===== config.mk =====
export PLATFORM = sky130hd
export DESIGN_NAME = rgb_pixel_fetch
export DESIGN_NICKNAME = d
export VERILOG_FILES = /design/src/rtl/rgb_pixel_fetch.sv
export SDC_FILE = /design/constraint.sdc
export NUM_CORES = 1
export LEC_CHECK = 0
export ABC_AREA = 1
export BUFFER_PORTS_ARGS = -buffer_cell sky130_fd_sc_hd__buf_4
export CAP_MARGIN = 40
export CORE_UTILIZATION = 40
export DETAILED_ROUTE_END_ITERATION = 16
export GPL_ROUTABILITY_DRIVEN = 0
export PLACE_DENSITY = 0.62
export SYNTH_ARGS = -nofsm -noshare
export SYNTH_HDL_FRONTEND = slang
export SYNTH_SLANG_ARGS = --single-unit

===== constraint.sdc =====
create_clock -name Clock -period 3.09 [get_ports Clock]
set_input_delay 0.927 -clock Clock [delete_from_list [all_inputs] [get_ports Clock]]
set_output_delay 0.927 -clock Clock [all_outputs]
set_load 0.02 [all_outputs]

===== src/rtl/rgb_pixel_fetch.sv =====
`default_nettype none
// ============================================================================
// Module   : rgb_pixel_fetch
// Purpose  : Reads the packed RGB frame from SRAM (3 words per pixel pair),
//            buffers words in a small credit-checked FIFO and unpacks them
//            into one 24-bit pixel per valid/ready transfer, in raster order.
// Revision : 1.0 - initial release
// ============================================================================
module rgb_pixel_fetch #(
    parameter logic [17:0] RGB_BASE     = 18'd146944,
    parameter int          NUM_PIXELS   = 76800,
    parameter int          FIFO_DEPTH   = 6,
    parameter int          SRAM_LATENCY = 2
) (
    input  logic        Clock,
    input  logic        Reset,
    input  logic        Start,
    output logic [17:0] SRAM_address,
    input  logic [15:0] SRAM_read_data,
    output logic        SRAM_we_n,
    output logic [15:0] SRAM_write_data,
    output logic [7:0]  Pixel_R,
    output logic [7:0]  Pixel_G,
    output logic [7:0]  Pixel_B,
    output logic        Pixel_valid,
    input  logic        Pixel_ready,
    output logic        Pixel_last,
    output logic        Busy,
    output logic        Done
);

    localparam int c_WORDS_INT = 3 * NUM_PIXELS / 2;
    localparam int WC_W        = $clog2(c_WORDS_INT + 1);
    localparam int PC_W        = $clog2(NUM_PIXELS);
    localparam int PTR_W       = $clog2(FIFO_DEPTH);
    localparam int CNT_W       = $clog2(FIFO_DEPTH + 1);
    localparam int IF_W        = $clog2(SRAM_LATENCY + 1);

    localparam logic [WC_W-1:0] c_WORDS    = WC_W'(c_WORDS_INT);
    localparam logic [PC_W-1:0] c_LAST_PIX = PC_W'(NUM_PIXELS - 1);

    typedef enum logic [1:0] {
        S_IDLE  = 2'd0,
        S_FETCH = 2'd1,
        S_DONE  = 2'd2
    } state_t;

    state_t                  r_state;
    logic [WC_W-1:0]         r_word_cnt;
    logic [PC_W-1:0]         r_pix_cnt;
    logic [SRAM_LATENCY-1:0] r_in_flight;
    logic [15:0]             r_fifo_mem [FIFO_DEPTH];
    logic [PTR_W-1:0]        r_rd_ptr;
    logic [PTR_W-1:0]        r_wr_ptr;
    logic [CNT_W-1:0]        r_fifo_count;
    logic                    r_phase;

    logic [IF_W-1:0]         w_in_flight;
    logic                    w_issue;
    logic                    w_push;
    logic                    w_valid;
    logic                    w_accept;
    logic                    w_last;
    logic [1:0]              w_pop_cnt;
    logic [15:0]             w_head;
    logic [15:0]             w_next;

    // Circular increment; depth need not be a power of two
    function automatic logic [PTR_W-1:0] next_ptr(input logic [PTR_W-1:0] p);
        return (p == PTR_W'(FIFO_DEPTH - 1)) ? '0 : p + PTR_W'(1);
    endfunction

    assign SRAM_we_n       = 1'b1;
    assign SRAM_write_data = 16'h0000;

    // Number of reads currently travelling through the SRAM pipeline
    always_comb begin
        w_in_flight = '0;
        for (int i = 0; i < SRAM_LATENCY; i++) begin
            w_in_flight = w_in_flight + IF_W'(r_in_flight[i]);
        end
    end

    // Issue only when the word is guaranteed a FIFO slot on return
    assign w_issue  = (r_state == S_FETCH) && (r_word_cnt < c_WORDS) &&
                      ((int'(r_fifo_count) + int'(w_in_flight)) < FIFO_DEPTH);
    assign w_push   = r_in_flight[SRAM_LATENCY-1];
    assign w_head   = r_fifo_mem[r_rd_ptr];
    assign w_next   = r_fifo_mem[next_ptr(r_rd_ptr)];
    assign w_valid  = (r_state == S_FETCH) && (r_fifo_count >= CNT_W'(2));
    assign w_accept = w_valid && Pixel_ready;
    assign w_last   = w_valid && (r_pix_cnt == c_LAST_PIX);

    assign Pixel_valid = w_valid;
    assign Pixel_last  = w_last;

    // Even pixel pops one word, odd pixel pops the two remaining words
    always_comb begin
        w_pop_cnt = 2'd0;
        if (w_accept) begin
            w_pop_cnt = r_phase ? 2'd2 : 2'd1;
        end
    end

    // Pixel unpack straight from the two oldest FIFO words
    always_comb begin
        Pixel_R = 8'h00;
        Pixel_G = 8'h00;
        Pixel_B = 8'h00;
        if (w_valid) begin
            if (!r_phase) begin
                Pixel_R = w_head[15:8];
                Pixel_G = w_head[7:0];
                Pixel_B = w_next[15:8];
            end else begin
                Pixel_R = w_head[7:0];
                Pixel_G = w_next[15:8];
                Pixel_B = w_next[7:0];
            end
        end
    end

    // FIFO storage; returning words land without any handshake
    always_ff @(posedge Clock) begin
        if (w_push) begin
            r_fifo_mem[r_wr_ptr] <= SRAM_read_data;
        end
    end

    // FIFO pointers, occupancy, unpack phase and in-flight tracker
    always_ff @(posedge Clock) begin
        if (Reset) begin
            r_in_flight  <= '0;
            r_rd_ptr     <= '0;
            r_wr_ptr     <= '0;
            r_fifo_count <= '0;
            r_phase      <= 1'b0;
        end else begin
            r_in_flight  <= (r_in_flight << 1) | SRAM_LATENCY'(w_issue);
            r_fifo_count <= r_fifo_count + CNT_W'(w_push) - CNT_W'(w_pop_cnt);
            if (w_push) begin
                r_wr_ptr <= next_ptr(r_wr_ptr);
            end
            if (w_accept) begin
                r_rd_ptr <= r_phase ? next_ptr(next_ptr(r_rd_ptr)) : next_ptr(r_rd_ptr);
                r_phase  <= ~r_phase;
            end
        end
    end

    // Frame control FSM with registered address, Busy and Done
    always_ff @(posedge Clock) begin
        if (Reset) begin
            r_state      <= S_IDLE;
            r_word_cnt   <= '0;
            r_pix_cnt    <= '0;
            SRAM_address <= RGB_BASE;
            Busy         <= 1'b0;
            Done         <= 1'b0;
        end else begin
            Done <= 1'b0;
            case (r_state)
                S_IDLE: begin
                    if (Start) begin
                        r_state    <= S_FETCH;
                        r_word_cnt <= '0;
                        r_pix_cnt  <= '0;
                        Busy       <= 1'b1;
                    end
                end
                S_FETCH: begin
                    if (w_issue) begin
                        SRAM_address <= RGB_BASE + 18'(r_word_cnt);
                        r_word_cnt   <= r_word_cnt + WC_W'(1);
                    end
                    if (w_accept) begin
                        r_pix_cnt <= r_pix_cnt + PC_W'(1);
                        if (w_last && (r_word_cnt == c_WORDS)) begin
                            r_state      <= S_DONE;
                            Done         <= 1'b1;
                            Busy         <= 1'b0;
                            SRAM_address <= RGB_BASE;
                        end
                    end
                end
                S_DONE: begin
                    r_state <= S_IDLE;
                end
                default: begin
                    r_state <= S_IDLE;
                end
            endcase
        end
    end

endmodule
`default_nettype wire


==> qor_table.md <==
| Stage | Quantity | Reported |
|:---|:---|:---|
| finish | Utilization after layout | 48.0% |
| setup path | CP Buf/Inv Count | 3 |
| drt | DRC marker count from the first detailed-route iteration | 543 |
| finish | Commonest non-fill, non-tap cells in the layout | 237 x sky130_fd_sc_hd__nand2_1, 168 x sky130_fd_sc_hd__nor2_1, 107 x sky130_fd_sc_hd__inv_1, 104 x sky130_fd_sc_hd__o21ai_0, 100 x sky130_fd_sc_hd__a21oi_1 |
| clock tree | Count of H-tree levels built during CTS | 4 |
| clock tree | Clock-pin slew of the registers on the worst-case setup and hold paths | 0.06 ns |
| synthesis | Post-synthesis compound-gate area fraction | 15.2% |
| synthesis | Post-synth EDFFs | 96 |
| timing | Total count of hold-check failures in the final report | 0 |
| floorplanning | Cell Rows | 53 |
| drt | Count of unresolved DRC violations after routing | 0 |
| placed design | Placed standard-cell area | 9580 µm² |
| drt | Routed wire length | 23400 µm |
| clock tree | Total clock buffers created by CTS | 17 |
| clock tree | Sinks on Clock Net | 167 |
| synthesis | Main flop type after synthesis | sky130_fd_sc_hd__edfxtp_1 |
| setup path | Peak per-stage delay on the critical path | 0.39 ns |
| setup path | Type of the setup path with the least slack | reg2out |
| timing | RSZ-0062 raised after global routing | yes |
| setup path | Family with the most delay on the worst path | compound AO/OA/AOI/OAI gates |
| floorplanning | I/O pins | 83 |
| timing | Share of the clock period used by the worst path | 97.0% |
| timing | Clock period minus worst slack | 3.00 ns |
| timing | Worst slew pin tran | 0.635 ns |
| finish | Share of post-route cells with drive strength above 1 | 13.3% |
| clock tree | Hold-fix buffers at CTS | 0 |
| power and ir drop | Ratio of total power to cell area | 463 nW/µm² |
| synthesis | Share of synthesized area occupied by flip-flops and latches | 49.0% |
| synthesis | Simple-gate share of the synthesized area | 24.6% |
| finish | Final standard cell count with taps included and fillers excluded | 1480 |
| run | # Max-Cap Violations | 0 |
| synthesis | Synth Area in Adders | 1.65% |
| synthesis | Synthesis warning total | 0 |
| drt | Highest Signal Layer | met4 |
| global route | Via count of the first global-routing pass | 7108 |
| setup path | Max Fanout on Critical Path | 10 |
| finish | Number of diodes added for antenna fixing | 0 |
| finish | Area of all sequential standard cells | 4310 µm² |
| floorplanning | Die H | 150 µm |
| synthesis | Gate count after technology mapping | 1131 |
| floorplanning | Overall die area | 22500 µm² |
| synthesis | Flip-flop and latch count after synthesis | 167 |
| drt | Total number of vias | 7707 |
| power and ir drop | Static leakage power | 0.00413 µW |
| synthesis | XOR/XNOR share of the synthesized area | 0.299% |
| global route | GR Util All Layers | 21.2% |
| power and ir drop | Peak supply drop | 343 µV |
| timing | Crit path setup slack, layout | 0.0913 ns |
| clock tree | Clock tree from TritonCTS | yes |
| synthesis | Multiplexer area fraction after synthesis | 0% |
| drt | Routed wire length on met3 | 1280 µm |
| finish | Area taken by multi-input logic gates | 3770 µm² |
| placed design | Port buffer count | 65 |
| finish | Number of filler cells placed in the layout | 2077 |
| setup path | Critical Path RT | 2.16 ns |
| placed design | DP HPWL | 16000 µm |
| global route | Maximum number of pins on one net before global-route repair | 57 |
| drt | Routed length per instance | 15.8 µm |
| timing | Worst rel slew slack | 57.6% |
| synthesis | Fraction of synthesis flops using an asynchronous set or reset pin | 0% |
| power and ir drop | Total chip power | 4720 µW |
| clock tree | Clock Latency Late Sink | 0.43 ns |
| setup path | Worst-path cell chain | inv_1, buf_4, nor2_1, o21ai_0, o21ai_0, nand2_1, nand3_1, a21oi_2, buf_4 |
| finish | Leading cell type in the layout, fill and taps excluded | sky130_fd_sc_hd__nand2_1 |
| drt | Average via count per standard cell | 5.21 |
| hold path | Class of the most critical hold timing path | reg2reg |
| setup path | Endpoint type of the worst setup path | primary output |
| finish | Final net count | 1223 |
| setup path | Data arrival time of the worst path | 2.07 ns |
| floorplanning | Die width | 150 µm |
| setup path | Slack of the worst reg-to-reg path | 0.67 ns |
| drt | Detail Route met2 WL | 11500 µm |
| global route | Initial antenna violation count | 0 |
| setup path | Type of origin of the critical path | flip-flop |
| synthesis | Number of distinct library cells after synthesis | 37 |
| finish | Final standard cell area without fillers | 10200 µm² |
| timing | Clk_skew | 0.0105 ns |
| drt | Met1 Wirelength | 10100 µm |
| clock tree | Number of buffers between clock root and the deepest sink | 2 |
| synthesis | Dominant combinational cell family by area after synthesis | simple AND/OR/NAND/NOR gates |
| clock tree | Cell at the root of the clock tree | sky130_fd_sc_hd__clkbuf_16 |
| setup path | Standard cell with the maximum stage delay on the critical path | sky130_fd_sc_hd__dfxtp_4 |
| timing | Max Clk Rate | 0.333 GHz |
| outcome | Run status | finished, final reports clean |
| timing | Final setup violation count | 0 |
| drt | TritonRoute pass-1 iters | 7 |
| floorplanning | Initial standard-cell utilization of the core | 41.3% |
| clock tree | Post-CTS Setup Repair Bufs | 0 |
| synthesis | Post-Syn Area per Cell | 7.76 µm² |
| global route | Remaining global-route overflow | 0 |
| finish | Layout Area Growth over Synthesis | 16.2% |
| timing | Slew Limit Fails | 0 |
| synthesis | Post-synthesis instance area | 8780 µm² |
| global route | First-pass GRT wire length | 36500 µm |
| floorplanning | Area inside the core boundary | 21300 µm² |
| placed design | Cell count after placement | 1447 |
| placed design | Post-place setup slack | 0.319 ns |
| drt | Antenna Nets Post-Route | 0 |
[layer usage]
metal | GRT usage (%) | vias up
met3 | 3.88 | 28
met2 | 36.5 | 227
met4 | 7.93 | 0
li1 | - | 3848
met5 | 0 | -
met1 | 26.3 | 3604
[tightest hold or removal path, cell delays in order (launching register included)]
cell	delay [ns]
sky130_fd_sc_hd__dfxtp_1	0.31
sky130_fd_sc_hd__inv_1	0.05
sky130_fd_sc_hd__nor2_1	0.03
[registers in the layout, indices dropped and copies added, names as in the netlist, named ones only]
name          flops
Busy              1
Done              1
SRAM_address     18
r_fifo_count      3
r_fifo_mem       96
r_in_flight       2
r_phase           1
r_pix_cnt        17
r_rd_ptr          3
r_state           2
r_word_cnt       17
r_wr_ptr          3
[power by group]
group | switching [µW] | internal, µW
logic | 189 | 82.2
registers | 13.8 | 2370
clock network | 886 | 1180
[worst paths after layout]
path | cells after the start | end | start
hold reg to reg | 2 | r_in_flight[1]$_SDFF_PP0_ | r_in_flight[0]$_SDFF_PP0_
setup reg to reg | 11 | r_fifo_count[2]$_SDFF_PP0_ | r_state[1]$_SDFFE_PP0P_
setup / recovery | 9 | Pixel_B[7] | r_rd_ptr[0]$_SDFFE_PP0N_
hold / removal | 2 | r_in_flight[1]$_SDFF_PP0_ | r_in_flight[0]$_SDFF_PP0_
[synthesized netlist by cell type (2+ instances only)]
master	count	share of area (%)
sky130_fd_sc_hd__a21oi_1	105	6.0
sky130_fd_sc_hd__a31oi_1	2	0.14
sky130_fd_sc_hd__and2_1	2	0.14
sky130_fd_sc_hd__buf_1	3	0.13
sky130_fd_sc_hd__buf_2	11	0.63
sky130_fd_sc_hd__buf_4	20	1.7
sky130_fd_sc_hd__buf_6	4	0.51
sky130_fd_sc_hd__clkbuf_1	29	1.2
sky130_fd_sc_hd__conb_1	2	0.086
sky130_fd_sc_hd__dfxtp_1	71	16
sky130_fd_sc_hd__edfxtp_1	96	33
sky130_fd_sc_hd__ha_1	10	1.4
sky130_fd_sc_hd__inv_1	108	4.6
sky130_fd_sc_hd__inv_2	6	0.26
sky130_fd_sc_hd__nand2_1	237	10
sky130_fd_sc_hd__nand2_2	2	0.14
sky130_fd_sc_hd__nand3_1	63	3.6
sky130_fd_sc_hd__nand3_2	5	0.57
sky130_fd_sc_hd__nand4_1	12	0.85
sky130_fd_sc_hd__nor2_1	169	7.2
sky130_fd_sc_hd__nor2_2	5	0.36
sky130_fd_sc_hd__nor2_4	2	0.26
sky130_fd_sc_hd__nor3_1	14	0.80
sky130_fd_sc_hd__o211ai_1	29	2.5
sky130_fd_sc_hd__o21ai_0	106	6.0
sky130_fd_sc_hd__o21ai_1	3	0.17
sky130_fd_sc_hd__or2_2	3	0.21
sky130_fd_sc_hd__xor2_1	3	0.30
[cell families after synthesis]
family,Yosys count
other,2
buffers and inverters,183
and+or+nand+nor,517
DFF,167
xor gates and xnor gates,3
AOI/OAI and AO/OA,248
adders and majority gates,11
[timing repair]
item	CTS	global route
gates resized for setup	4	12
gates cloned	0	1
endpoints found under the hold margin	0	0
endpoints found under the setup margin	18	17
[through the flow]
| step | hold slack (ns) | TNS (ns) |
|---|---|---|
| 2_1_floorplan | 0.407 | 0 |
| 3_3_place_gp | 0.414 | 0 |
| 3_5_place_dp | 0.424 | 0 |
| 4_1_cts | 0.431 | 0 |
| 5_1_grt | 0.459 | -0.0585 |
| 6_report | 0.425 | 0 |
[area by class of cell]
class	count	area share (%)
flip-flops and latches	167	42.2
multi-input cells	796	36.9
repair buffers	95	7.64
inverters	115	4.33
clock buffers	19	4.24
well taps	275	3.37
clock inverters	13	1.29
No activity file was read; power rests on OpenSTA's default activity.
